<file path="config.mk">
export PLATFORM = sky130hd
export DESIGN_NAME = multicycle_controller
export DESIGN_NICKNAME = d
export VERILOG_FILES = /design/src/rtl/multicycle_controller.sv
export SDC_FILE = /design/constraint.sdc
export NUM_CORES = 1
export LEC_CHECK = 0
export CORE_MARGIN = 5
export CORE_UTILIZATION = 34
export CTS_CLUSTER_DIAMETER = 30
export DETAILED_ROUTE_END_ITERATION = 10
export GPL_TIMING_DRIVEN = 0
export PLACE_DENSITY = 0.88
export SLEW_MARGIN = 20
export SYNTH_ARGS = -nofsm -noshare
export SYNTH_HDL_FRONTEND = slang
export SYNTH_SLANG_ARGS = --single-unit
</file>
<file path="constraint.sdc">
create_clock -name clk -period 2.1 [get_ports clk]
set_input_delay 0.21 -clock clk [delete_from_list [all_inputs] [get_ports clk]]
set_output_delay 0.21 -clock clk [all_outputs]
set_load 0.05 [all_outputs]
</file>
<file path="src/rtl/multicycle_controller.sv">
// Control FSM for a multicycle RV32I datapath: sequences the shared memory, IR and ALU,
// one state per cycle, driving every write enable, mux select and ALU/immediate control.
module multicycle_controller #(
    parameter int unsigned STATE_W = 4
) (
    input  logic               clk,
    input  logic               rst,
    input  logic [6:0]         op,
    input  logic [2:0]         func3,
    input  logic [6:0]         func7,
    input  logic               zero,
    input  logic               branchLEG,
    output logic               PCWrite,
    output logic               AdrSrc,
    output logic               MemWrite,
    output logic               IRWrite,
    output logic               RegWrite,
    output logic [1:0]         ResultSrc,
    output logic [1:0]         ALUSrcA,
    output logic [1:0]         ALUSrcB,
    output logic [2:0]         ALUControl,
    output logic [2:0]         ImmSrc,
    output logic               done,
    output logic               illegal,
    output logic [STATE_W-1:0] state
);

    typedef enum logic [STATE_W-1:0] {
        StFetch   = STATE_W'(0),
        StDecode  = STATE_W'(1),
        StMemAdr  = STATE_W'(2),
        StMemRead = STATE_W'(3),
        StMemWb   = STATE_W'(4),
        StMemWr   = STATE_W'(5),
        StExecR   = STATE_W'(6),
        StExecI   = STATE_W'(7),
        StAluWb   = STATE_W'(8),
        StBranch  = STATE_W'(9),
        StJal     = STATE_W'(10),
        StJalr    = STATE_W'(11),
        StLui     = STATE_W'(12)
    } state_e;

    localparam logic [2:0] AluAdd = 3'b000, AluSub = 3'b001, AluAnd = 3'b010, AluOr = 3'b011,
                           AluXor = 3'b100, AluSlt = 3'b101, AluSltu = 3'b110;
    localparam logic [2:0] ImmI = 3'b000, ImmS = 3'b001, ImmB = 3'b010, ImmJ = 3'b011,
                           ImmU = 3'b100;

    state_e state_q, state_d;
    logic   pc_we, mem_we, ir_we, reg_we;

    // Only func7[5] matters (SUB vs ADD); the remaining bits are ignored.
    logic unused_func7;
    assign unused_func7 = ^{func7[6], func7[4:0]};

    function automatic logic [2:0] alu_dec(input logic [2:0] f3, input logic sub);
        case (f3)
            3'b000:  return sub ? AluSub : AluAdd;
            3'b111:  return AluAnd;
            3'b110:  return AluOr;
            3'b100:  return AluXor;
            3'b010:  return AluSlt;
            3'b011:  return AluSltu;
            default: return AluAdd;
        endcase
    endfunction

    always_ff @(posedge clk or posedge rst) begin
        if (rst) state_q <= StFetch;
        else     state_q <= state_d;
    end

    always_comb begin
        state_d    = StFetch;
        pc_we      = 1'b0;
        AdrSrc     = 1'b0;
        mem_we     = 1'b0;
        ir_we      = 1'b0;
        reg_we     = 1'b0;
        ResultSrc  = 2'b00;
        ALUSrcA    = 2'b00;
        ALUSrcB    = 2'b00;
        ALUControl = AluAdd;
        ImmSrc     = ImmI;
        done       = 1'b0;
        illegal    = 1'b0;
        case (state_q)
            StFetch: begin
                ir_we     = 1'b1;
                pc_we     = 1'b1;
                ALUSrcB   = 2'b10;
                ResultSrc = 2'b10;
                state_d   = StDecode;
            end
            StDecode: begin
                ALUSrcA = 2'b01;
                ALUSrcB = 2'b01;
                case (op)
                    7'b0000011: begin ImmSrc = ImmI; state_d = StMemAdr; end
                    7'b0100011: begin ImmSrc = ImmS; state_d = StMemAdr; end
                    7'b0110011: state_d = StExecR;
                    7'b0010011: begin ImmSrc = ImmI; state_d = StExecI; end
                    7'b1100011: begin ImmSrc = ImmB; state_d = StBranch; end
                    7'b1101111: begin ImmSrc = ImmJ; state_d = StJal; end
                    7'b1100111: begin ImmSrc = ImmI; state_d = StJalr; end
                    7'b0110111: begin ImmSrc = ImmU; state_d = StLui; end
                    default:    illegal = 1'b1;
                endcase
            end
            StMemAdr: begin
                ALUSrcA = 2'b10;
                ALUSrcB = 2'b01;
                ImmSrc  = op[5] ? ImmS : ImmI;
                state_d = op[5] ? StMemWr : StMemRead;
            end
            StMemRead: begin
                AdrSrc  = 1'b1;
                state_d = StMemWb;
            end
            StMemWb: begin
                ResultSrc = 2'b01;
                reg_we    = 1'b1;
                done      = 1'b1;
            end
            StMemWr: begin
                AdrSrc = 1'b1;
                mem_we = 1'b1;
                done   = 1'b1;
            end
            StExecR: begin
                ALUSrcA    = 2'b10;
                ALUControl = alu_dec(func3, func7[5]);
                state_d    = StAluWb;
            end
            StExecI: begin
                ALUSrcA    = 2'b10;
                ALUSrcB    = 2'b01;
                ALUControl = alu_dec(func3, 1'b0);
                state_d    = StAluWb;
            end
            StAluWb: begin
                reg_we = 1'b1;
                done   = 1'b1;
            end
            StBranch: begin
                ALUSrcA = 2'b10;
                done    = 1'b1;
                case (func3)
                    3'b000:  begin ALUControl = AluSub; pc_we = zero;       end
                    3'b001:  begin ALUControl = AluSub; pc_we = ~zero;      end
                    3'b100:  begin ALUControl = AluSlt; pc_we = branchLEG;  end
                    3'b101:  begin ALUControl = AluSlt; pc_we = ~branchLEG; end
                    default: ;
                endcase
            end
            // PC takes the target held in ALUOut while ALU forms the link address.
            StJal: begin
                pc_we   = 1'b1;
                ALUSrcA = 2'b01;
                ALUSrcB = 2'b10;
                state_d = StAluWb;
            end
            StJalr: begin
                ALUSrcA = 2'b10;
                ALUSrcB = 2'b01;
                state_d = StJal;
            end
            StLui: begin
                ImmSrc    = ImmU;
                ResultSrc = 2'b11;
                reg_we    = 1'b1;
                done      = 1'b1;
            end
            default: ;
        endcase
    end

    // Write enables are held off for the whole reset pulse, not just until the next edge.
    assign PCWrite  = pc_we & ~rst;
    assign MemWrite = mem_we & ~rst;
    assign IRWrite  = ir_we & ~rst;
    assign RegWrite = reg_we & ~rst;
    assign state    = state_q;

endmodule
</file>
After elaboration in Yosys (flattened, before gate mapping) --
Cells that the tools add are included.
Storage, ports and cells: register bits 4, input port bits 21, output and inout port bits 23, logic and storage cells 72
Operators by class: equal/unequal tests 27, muxes and demuxes 23, bitwise gates (word level) 7, reduce and logical (&&, ||, !) cells 14
Operators by type and width (count):
- 4-bit one-hot mux with 7 select lines | 1
- 4-bit one-hot mux with 6 select lines | 1
- 7-bit by 6-bit equality test with 1-bit output, second input constant | 3
- 7-bit equality test, second input constant | 3
- 4-bit equality test, second input constant | 5
- 3-bit one-hot mux with 3 select lines | 2
- 3-bit one-hot mux with 6 select lines | 1
- 4-bit by 3-bit equality test with 1-bit output, second input constant | 4
- 3-bit one-hot mux with 5 select lines | 1
- 3-bit equality test, second input constant | 4
- 3-bit one-hot mux with 4 select lines | 1
- 2-bit OR reduction | 6
- 5-bit OR reduction | 2
- 1-bit two-way mux | 9
- 4-bit by 2-bit equality test with 1-bit output, second input constant | 2
- 2-bit one-hot mux with 2 select lines | 2
- 8-bit OR reduction | 1
- 7-bit by 2-bit equality test with 1-bit output, second input constant | 1
- 7-bit by 5-bit equality test with 1-bit output, second input constant | 1
- 3-bit by 2-bit equality test with 1-bit output, second input constant | 2
- 2-bit one-hot mux with 3 select lines | 1
- 3-bit one-hot mux with 2 select lines | 1
- 3-bit OR reduction | 2
- 1-bit AND | 4
- 9 further kinds | 11

Logic depth before layout (Yosys ltp) --
depth in word-level cells 4, depth in mapped cells 5

Worst setup path after synthesis --
OpenSTA, ideal clock, no wires.
kind reg2out, start reg state_q[1], in the netlist state[1], end out PCWrite, data arrival time 3.344 ns, path slack -1.454 ns, stages on the path, launching flop included 6, buffers on the path 1, path through dfrtp_1 -> clkbuf_1 -> nor2b_1 -> nor4_1 -> a21oi_1 -> nor2_1
Between the ends: word-level cells in the longest chain between the ends 4, elaborated cells on any way between the ends 6, classes of those cells 2 x eq/ne; 1 x mux; 1 x bitwise; 2 x reduce/logical
Ends and longest elaborated chain:
- from (decl) | line 49 | state_e state_q, state_d;
- from (signal assigned) | line 69 | if (rst) state_q <= StFetch;
- from (signal assigned) | line 70 | else state_q <= state_d;
- 4-bit equality test or 4-bit logical NOT (tied branches) | line 87 | case (state_q)
- 2-bit OR reduction (no source line)
- 1-bit one-hot mux with 2 select lines (*) | line 87
- 1-bit AND (*) | line 179 | assign PCWrite = pc_we & ~rst;
- to (decl) | line 13 | output logic PCWrite,
Mark *: on every way between the ends. The rest lies on a longest branch, timed or not.

Final worst setup path --
start in op[1], end out ImmSrc[2]
Between the ends: word-level cells in the longest chain between the ends 3, elaborated cells on any way between the ends 6, classes of those cells 4 x eq/ne; 2 x mux
Ends and longest elaborated chain:
- from (decl) | line 8 | input logic [6:0] op,
- 7-bit by 6-bit equality test with 1-bit output or 7-bit equality test (tied branches) | line 98 | case (op)
- 3-bit one-hot mux with 4 select lines (*) | line 98
- 3-bit one-hot mux with 3 select lines (*) | line 87
- to (decl) | line 22 | output logic [2:0] ImmSrc,
Marked as above.

==> impl_metrics.ini <==
[run_status]
status = complete, but fails checks
violations = negative setup slack

[global_route]
grt_pass1_vias = 869
grtUsageTotal_pct = 17.9
grt.met1_usage_pct = 17.0
grt.overflow.total = 0
grt_max_degree = 11
busiest_layer = met2
grt_use_met3_pct = 3.13
grt_pass1_wl_mm = 3.68
antenna_found_initial = 0
use_met2_pct = 35.6

[synth]
synthArstFlopShare_pct = 100
ys_seq_elements = 4
synth_edf_count = 0
synth_cell_types = 29
avgSynthCellArea_um2 = 6.65
synthCells = 91
syn-num-nets = 112
yosys_warnings = 0
synthesis.area_um2 = 606
synth_ff_type = dfrtp_1
synth_top_area_share_pct = 16.5
synth_area_leaders = dfrtp_1 (17%), nor3_1 (7.4%), a21oi_1 (6.6%), o21ai_0 (6.6%), nor2_1 (6.2%)
yosysSeqAreaShare_pct = 16.5
synth.largest_area_cell = dfrtp_1

[placed_design]
place_congestion = 0.845
dpl.hpwl_mm = 1.65
dp_cells = 153
pre_cts_ws_ns = -0.779
io_buffers = 37

[clock_tree]
htreeDepth = 1
clk-insertion-delay-late_ns = 0.24
cts_tree = yes
cts-buffers-inserted = 3
cts_hold_buf = 0
cts_sinks = 4
ctsRootBufferMaster = clkbuf_4
clockBufferDepth = 2
clkTransAtPathRegs_ns = 0.04

[cells_and_area]
antenna_cells = 0
area_delta_synth_final_pct = 106
final_cell_mix = clkdlybuf4s50_1 (14), nor2_1 (9), a21oi_1 (7), buf_4 (7)
drive_gt1_share_pct = 42.6
layout.area.seq_um2 = 105
multi_input_area_um2 = 667
largest_register_ffs = 4
final_cells = 161
layout_commonest_cell = clkdlybuf4s50_1
fillers = 131
finalNetCount = 159

[worst_setup_path]
crit_path_max_fanout = 7
cp-start-kind = input pin
critPathCaptureType = output pin
worstReg2RegEnd = state[1]
worstRegToRegCells = 3
ff2ff_setup_slack_ns = 0.73
crit_type = input pin to output pin
required_ns = 1.89
rr_startpoint = state[0]
arrival_ns = 1.90

[drt]
drt-pass1-iter-count = 4
ant_nets = 0
routedWlPerCell_um = 15.3
viasPerCell = 5.53
vias = 891
route.detailed.drc = 0
finalWirelength_mm = 2.46
drtIter0Drc = 20

[pwr]
leakagePower_nw = 0.531
ir_worst_vdd_v = 0.000508
total_power_mw = 1.02
power_density_nw_per_um2 = 819

[floorplan]
io_pins = 44
core_um2 = 1710
dieArea_um2 = 2730
die_w_um = 52.2
num_rows = 15
start_util_pct = 35.5
die_h_um = 52.2

[sta]
finalWorstPathRequiredPeriod_ns = 2.11
hold_viol_final = 0
finClkSkew_ns = 0.00412
max_slew_margin_pct = 66.5
setup_tns_ns = -0.00538
slew_violations = 0
rsz0062_at_grt = yes
fin_ws_ns = -0.00538
tightest_slew_ns = 0.501
setup_viol = 1
min_period_over_period_pct = 100
fmax_mhz = 475

[job]
drv_cap = 0

[worst_hold_path]
hold_path.class = input pin to asynchronous set/reset pin
[worst max-delay path by stage]
stage,startpoint,to
after floorplan,state[1],PCWrite
after global placement,op[1],ImmSrc[0]
after detailed placement,op[1],ImmSrc[0]
after CTS,op[3],ImmSrc[0]
after global routing,state[2],ImmSrc[2]
final,op[1],ImmSrc[2]
[timing repair]
item / in CTS / in global routing
gates cloned: 0 / 0
resized for setup: 56 / 35
pin swaps: 2 / 1
endpoints found under the setup margin: 19 / 14
buffers inserted: 6 / 1
[cell families after synthesis]
group                     synth area share [%]
muxes                                     3.51
DFF                                       16.5
and+or+nand+nor                           52.3
AOI/OAI and AO/OA                         16.1
xor gates and xnor gates                  5.79
buffers and inverters                     5.78
[worst max-delay path, stage by stage]
cell and delay [ns]:
clkdlybuf4s50_1 0.50, nand2_4 0.13, nor3_4 0.21, or4b_4 0.49, a21oi_2 0.17, buf_6 0.18
[area by class of cell]
cell class | instances | share of cell area, %
Sequential cell | 4 | 8.42
Timing Repair Buffer | 44 | 31.6
Multi-Input combinational cell | 78 | 53.4
Clock buffer | 3 | 1.80
Tap cell | 25 | 2.51
Buffer | 4 | 1.40
Inverter | 3 | 0.902
[synth_stat cells (all sizes together), types with 4 or more instances]
| master | count |
|---|---|
| nor2 | 10 |
| dfrtp | 4 |
| nor4 | 6 |
| nand2b | 5 |
| o21ai | 8 |
| nor3 | 9 |
| a21oi | 8 |
| clkbuf | 4 |
| nand2 | 5 |
[power by group]
part           internal [mW]  switching (mW)  total (mW)  leakage [nW]
clock network         0.0641          0.0336      0.0977        0.0138
logic                  0.259           0.533       0.792         0.470
registers             0.0929          0.0399       0.133        0.0474
[routing by layer]
metal	part of all wire, %	vias to the layer above
li1	-	418
met2	54	52
met1	36	413
met3	7.3	8
met5	0	-
met4	2.5	0
[per-stage QoR]
| step | utilization [%] | hold slack [ns] | area [um^2] |
|---|---|---|---|
| floorplan | - | -0.0239 | 712 |
| global placement | 65.2 | 0.613 | 1110 |
| detailed placement | 65.2 | 0.618 | 1110 |
| CTS | 70.4 | 0.370 | 1200 |
| global route | 73.1 | 0.381 | 1250 |
| finish | 73.1 | 0.363 | 1250 |
No activity file was read; power rests on OpenSTA's default activity.
==> RTL edit 1, RTL diff (config.mk and constraints unchanged) <==
`STATE_W`: 4 -> 6.
--- a/src/rtl/multicycle_controller.sv
+++ b/src/rtl/multicycle_controller.sv
@@ -1,7 +1,7 @@
 // Control FSM for a multicycle RV32I datapath: sequences the shared memory, IR and ALU,
 // one state per cycle, driving every write enable, mux select and ALU/immediate control.
 module multicycle_controller #(
-    parameter int unsigned STATE_W = 4
+    parameter int unsigned STATE_W = 6
 ) (
     input  logic               clk,
     input  logic               rst,
Ports: changed (resized state); port bits go from 44 to 46. The function was not compared with the original's and may differ.
==> RTL edit 1 against the unedited design <==
Critical path type is now register to primary output; the flow still finishes with violations (setup timing); power up 1.0%; synthesized area up 3.1%; largest power group unchanged; first-iteration DRC count down 35%; die area up 2.5%; sequential cell count unchanged; core utilization down 1.4 points; design area up 0.20%; setup slack worse by 0.039 ns; count of clock-buffer cells in the layout unchanged; wire length down 4.7%; non-clock buffer count down 1.
==> RTL edit 1: results (changes against the unedited design) <==
violated checks: setup timing (unchanged)
flop2flop setup slack: 0.85 ns (was 0.73 ns)
post-synth cell types: 31 (was 29)
fin cells: 162 (was 161)
VDD IR-drop max: 0.551 mV (was 0.508 mV)
number of global-route vias before repair: 842 (was 869)
largest cells by area after synthesis: dfrtp_1, nor3_1, a21oi_1 (unchanged)
crit-path max cell delay: 0.46 ns (was 0.50 ns)
compound-gate portion of the synthesized area: 15.6% (was 16.1%)
first-pass GRT wire length: 3620 um (was 3680 um)
R2R Path Start: state[3] (was state[0])
GR Util met3: 3.10% (was 3.13%)
critical path arrival: 1.93 ns (was 1.90 ns)
half-perimeter wire length after placement: 1680 um (was 1650 um)
Leak Pwr: 0.547 nW (was 0.531 nW)
share of cells above drive strength 1: 40.1% (was 42.6%)
Max-slew headroom: 65.2% (was 66.5%)
TritonCTS Buffers: 3 (unchanged)
largest net degree at the start of global routing: 12 (was 11)
Critical Path Fanout Max: 6 (was 7)
Avg WL per Cell: 14.5 um (was 15.3 um)
worst skew pair latency: 0.26 ns (was 0.24 ns)
post-synthesis xor/xnor area fraction: 5.61% (was 5.79%)
Min Hold Slack: 0.357 ns (was 0.363 ns)
DR vias/cell: 5.24 (was 5.53)
grt met2 use: 33.7% (was 35.6%)
final setup margin: -0.0442 ns (was -0.00538 ns)
Slowest-stage cell, CP: or4_4 (was clkdlybuf4s50_1)
Tot GR Track Use: 17.3% (was 17.9%)
fill count: 145 (was 131)
placed cell areas: 1140 sq um (was 1110 sq um)
Finish-stage setup viols: 1 (unchanged)
max-cap violation count: 0 (unchanged)
GPL Wtd Cong: 0.812 (was 0.845)
Synth-to-Final Area Change: 100% (was 106%)
met1 global-route usage: 17.6% (was 17.0%)
status: finished with violations (unchanged)
Seq/Total Area, Yosys: 16.0% (was 16.5%)
[RTL edit 1: how the worst max path moves through the flow]
stage | slack (ns) | cells past startpoint | startpoint | end
after global routing | -0.08 | 5 | state[3] | ImmSrc[1]
after global placement | -0.73 | 6 | op[1] | ImmSrc[0]
after CTS | -0.11 | 5 | op[2] | illegal
after detailed placement | -0.75 | 6 | op[1] | ImmSrc[0]
after floorplan | -0.20 | 5 | state[1] | PCWrite
final | -0.04 | 5 | state[3] | ImmSrc[1]
[RTL edit 1: report_power, final]
part	leakage, nW	total, W	switching (W)	internal, W
sequential	0.0474	0.000133	0.0000402	0.0000928
clock	0.0138	0.000107	0.0000425	0.0000647
combinational	0.486	0.000793	0.000528	0.000265
total	0.547	0.00103	0.000611	0.000422
[RTL edit 1: stage by stage]
stage	power [W]	TNS, ns
floorplan	0.000694	-0.673
global placement	0.000936	-4.90
detailed placement	0.000942	-5.35
CTS	0.00102	-0.162
global route	0.00108	-0.184
finish	0.00103	-0.0442
[RTL edit 1: kinds of logic after synthesis]
logic type | after synthesis
and+or+nand+nor | 54
AOI/OAI and AO/OA | 18
buffers and inverters | 11
xor gates and xnor gates | 4
DFF | 4
muxes | 2
other | 1
[RTL edit 1: area by class of cell]
class	instances	share of cell area [%]
Multi-Input combinational cell	80	53.1
Timing Repair Buffer	40	29.7
Sequential cell	4	8.40
Buffer	7	3.60
Tap cell	25	2.50
Clock buffer	3	1.80
Inverter	3	0.900
[RTL edit 1: repair_timing]
item,in CTS,in global routing
buffers inserted,1,2
resized for setup,65,25
gates cloned,0,0
pin swaps,2,1
endpoints found under the setup margin,19,14
[RTL edit 1: per-layer routing]
metal  up-vias  share of wire (%)
met3         2                7.6
met2        38                 53
met5         -                  0
li1        423                  -
met4         0                1.2
met1       386                 38
==> RTL edit 2, RTL diff (same settings) <==
Made on the original files. Make the reset (`rst`) synchronous in one clocked block.
--- a/src/rtl/multicycle_controller.sv
+++ b/src/rtl/multicycle_controller.sv
@@ -65,7 +65,7 @@
         endcase
     endfunction
 
-    always_ff @(posedge clk or posedge rst) begin
+    always_ff @(posedge clk) begin
         if (rst) state_q <= StFetch;
         else     state_q <= state_d;
     end
Behaviour: differs if rst is asserted again (counterexample within 4 cycles, from zero or initial values and one cycle with rst high); with rst held inactive, the same outputs for 10 cycles.
==> RTL edit 2 against the unedited design <==
Sequential cell count unchanged; first-iteration DRC count down 100%; synthesized area up 5.8%; synthesized cell count down 6.6%; critical path type unchanged; sequential share of layout area down 0.56 points; non-clock buffer count down 4; setup slack better by 0.083 ns; design area down 8.2%; highest routed layer unchanged; wire length down 8.3%.
Power is not compared: it rests on default switching activity, and its combinational part moved more than twofold at a synthesized area within 25%.
==> RTL edit 2: results (changes against the unedited design) <==
DP Worst Slack: -0.585 ns (was -0.779 ns)
drt pass-1 iters: 1 (was 4)
Async S/R FF share, synth: 0% (was 100%)
first-iteration detailed-routing DRC count: 0 (was 20)
flop2flop setup slack: 0.61 ns (was 0.73 ns)
fill count: 170 (was 131)
share of cells above drive strength 1: 40.3% (was 42.6%)
final hold vios: 0 (unchanged)
Root Buffer: clkbuf_4 (unchanged)
Final Skew: 0.00319 ns (was 0.00412 ns)
Tot GR Track Use: 17.6% (was 17.9%)
Starting Density: 36.3% (was 35.5%)
max-cap violation count: 0 (unchanged)
max reg flops: 4 (unchanged)
largest cells by area after synthesis: dfxtp_1, nor2_1, xor2_1 (was dfrtp_1, nor3_1, a21oi_1)
Post-Synthesis Net Count: 106 (was 112)
half-perimeter wire length after placement: 1710 um (was 1650 um)
R2R Path Start: state[3] (was state[0])
fmax: 0.494 GHz (was 0.475 GHz)
Critical Path Fanout Max: 6 (was 7)
initial antenna violation count: 0 (unchanged)
top cells by count, synth: nor2_1, clkbuf_1, nor3_1 (was nor2_1, nor3_1, a21oi_1, o21ai_0, nor4_1)
Seq/Total Area, Yosys: 12.5% (was 16.5%)
met1 global-route usage: 17.7% (was 17.0%)
CP Launch Point: op[2] (was op[1])
detailed-route via count: 829 (was 891)
placed cell areas: 1130 sq um (was 1110 sq um)
H-tree depth: 1 (unchanged)
# diodes: 0 (unchanged)
Worst Tran Pin Value: 0.515 ns (was 0.501 ns)
largest net degree at the start of global routing: 12 (was 11)
VDD IR-drop max: 0.290 mV
R2R Path End: state[1] (unchanged)
status: finished clean (was finished with violations)
R2R depth: 4 (was 3)
post-layout net count: 147 (was 159)
grt met2 use: 34.1% (was 35.6%)
post-synth cell types: 48 (was 29)
DR vias/cell: 5.56 (was 5.53)
Syn Area/Cell: 7.54 sq um (was 6.65 sq um)
number of global-route vias before repair: 849 (was 869)
Hold WC Path Type: register to register (was primary input to async pin)
worst skew pair latency: 0.23 ns
Critical Path Sink: ImmSrc[0] (was ImmSrc[2])
GR Util met3: 4.23% (was 3.13%)
TritonCTS Buffers: 3 (unchanged)
Main synth FF type: dfxtp_1 (was dfrtp_1)
final WL: 2250 um (was 2460 um)
GPL Wtd Cong: 0.854 (was 0.845)
first-pass GRT wire length: 3730 um (was 3680 um)
[RTL edit 2: what timing repair did]
action / 4_1_cts / 5_1_grt
setup endpoints to repair: 18 / 9
gates resized for setup: 55 / 18
setup buffers: 2 / 0
pin swaps: 1 / 2
[RTL edit 2: cell type report]
cell class,instances,area (sq um),area share [%]
sequential,4,90.1,7.86
tap,25,31.3,2.73
multi-input combinational,72,623,54.4
buffer,5,25.0,2.18
inverter,1,3.75,0.328
clock buffer,3,22.5,1.97
timing repair buffer,39,350,30.6
[RTL edit 2: metrics by stage]
step	hold WS [ns]	TNS [ns]
2_1_floorplan	0.367	-0.299
3_3_place_gp	0.652	-4.43
3_5_place_dp	0.672	-4.85
4_1_cts	0.628	0
5_1_grt	0.637	0
6_report	0.613	0
[RTL edit 2: worst max-delay path, delay by kind of cell]
| kind | cells | cell delay [ns] |
|---|---|---|
| buffers and inverters | 2 | 0.65 |
| AO/OA/AOI/OAI | 2 | 0.51 |
| AND/OR/NAND/NOR | 1 | 0.45 |
[RTL edit 2: routing by layer]
layer	part of all wire, %	up-vias
met5	0	-
met4	0.44	0
met3	7.5	2
met2	53	30
met1	39	380
li1	-	417
[RTL edit 2: cell families (layout without fill, tap and decap cells)]
group | count (synthesis) | in the layout | synth area share, %
buf+inv | 9 | 48 | 6.05
simple gates | 41 | 41 | 41.8
mux | 3 | 3 | 5.08
xor+xnor | 4 | 4 | 5.47
compound gates | 24 | 24 | 29.1
flops | 4 | 4 | 12.5
[RTL edit 2: power groups by stage]
stage	clock network [W]	registers [W]	logic, W
floorplan	0	0.0000888	0.000111
global placement	0	0.0000822	0.000192
detailed placement	0	0.0000823	0.000195
CTS	0.0000957	0.0000807	0.000191
global route	0.000106	0.0000798	0.000206
finish	0.0000924	0.0000796	0.000193
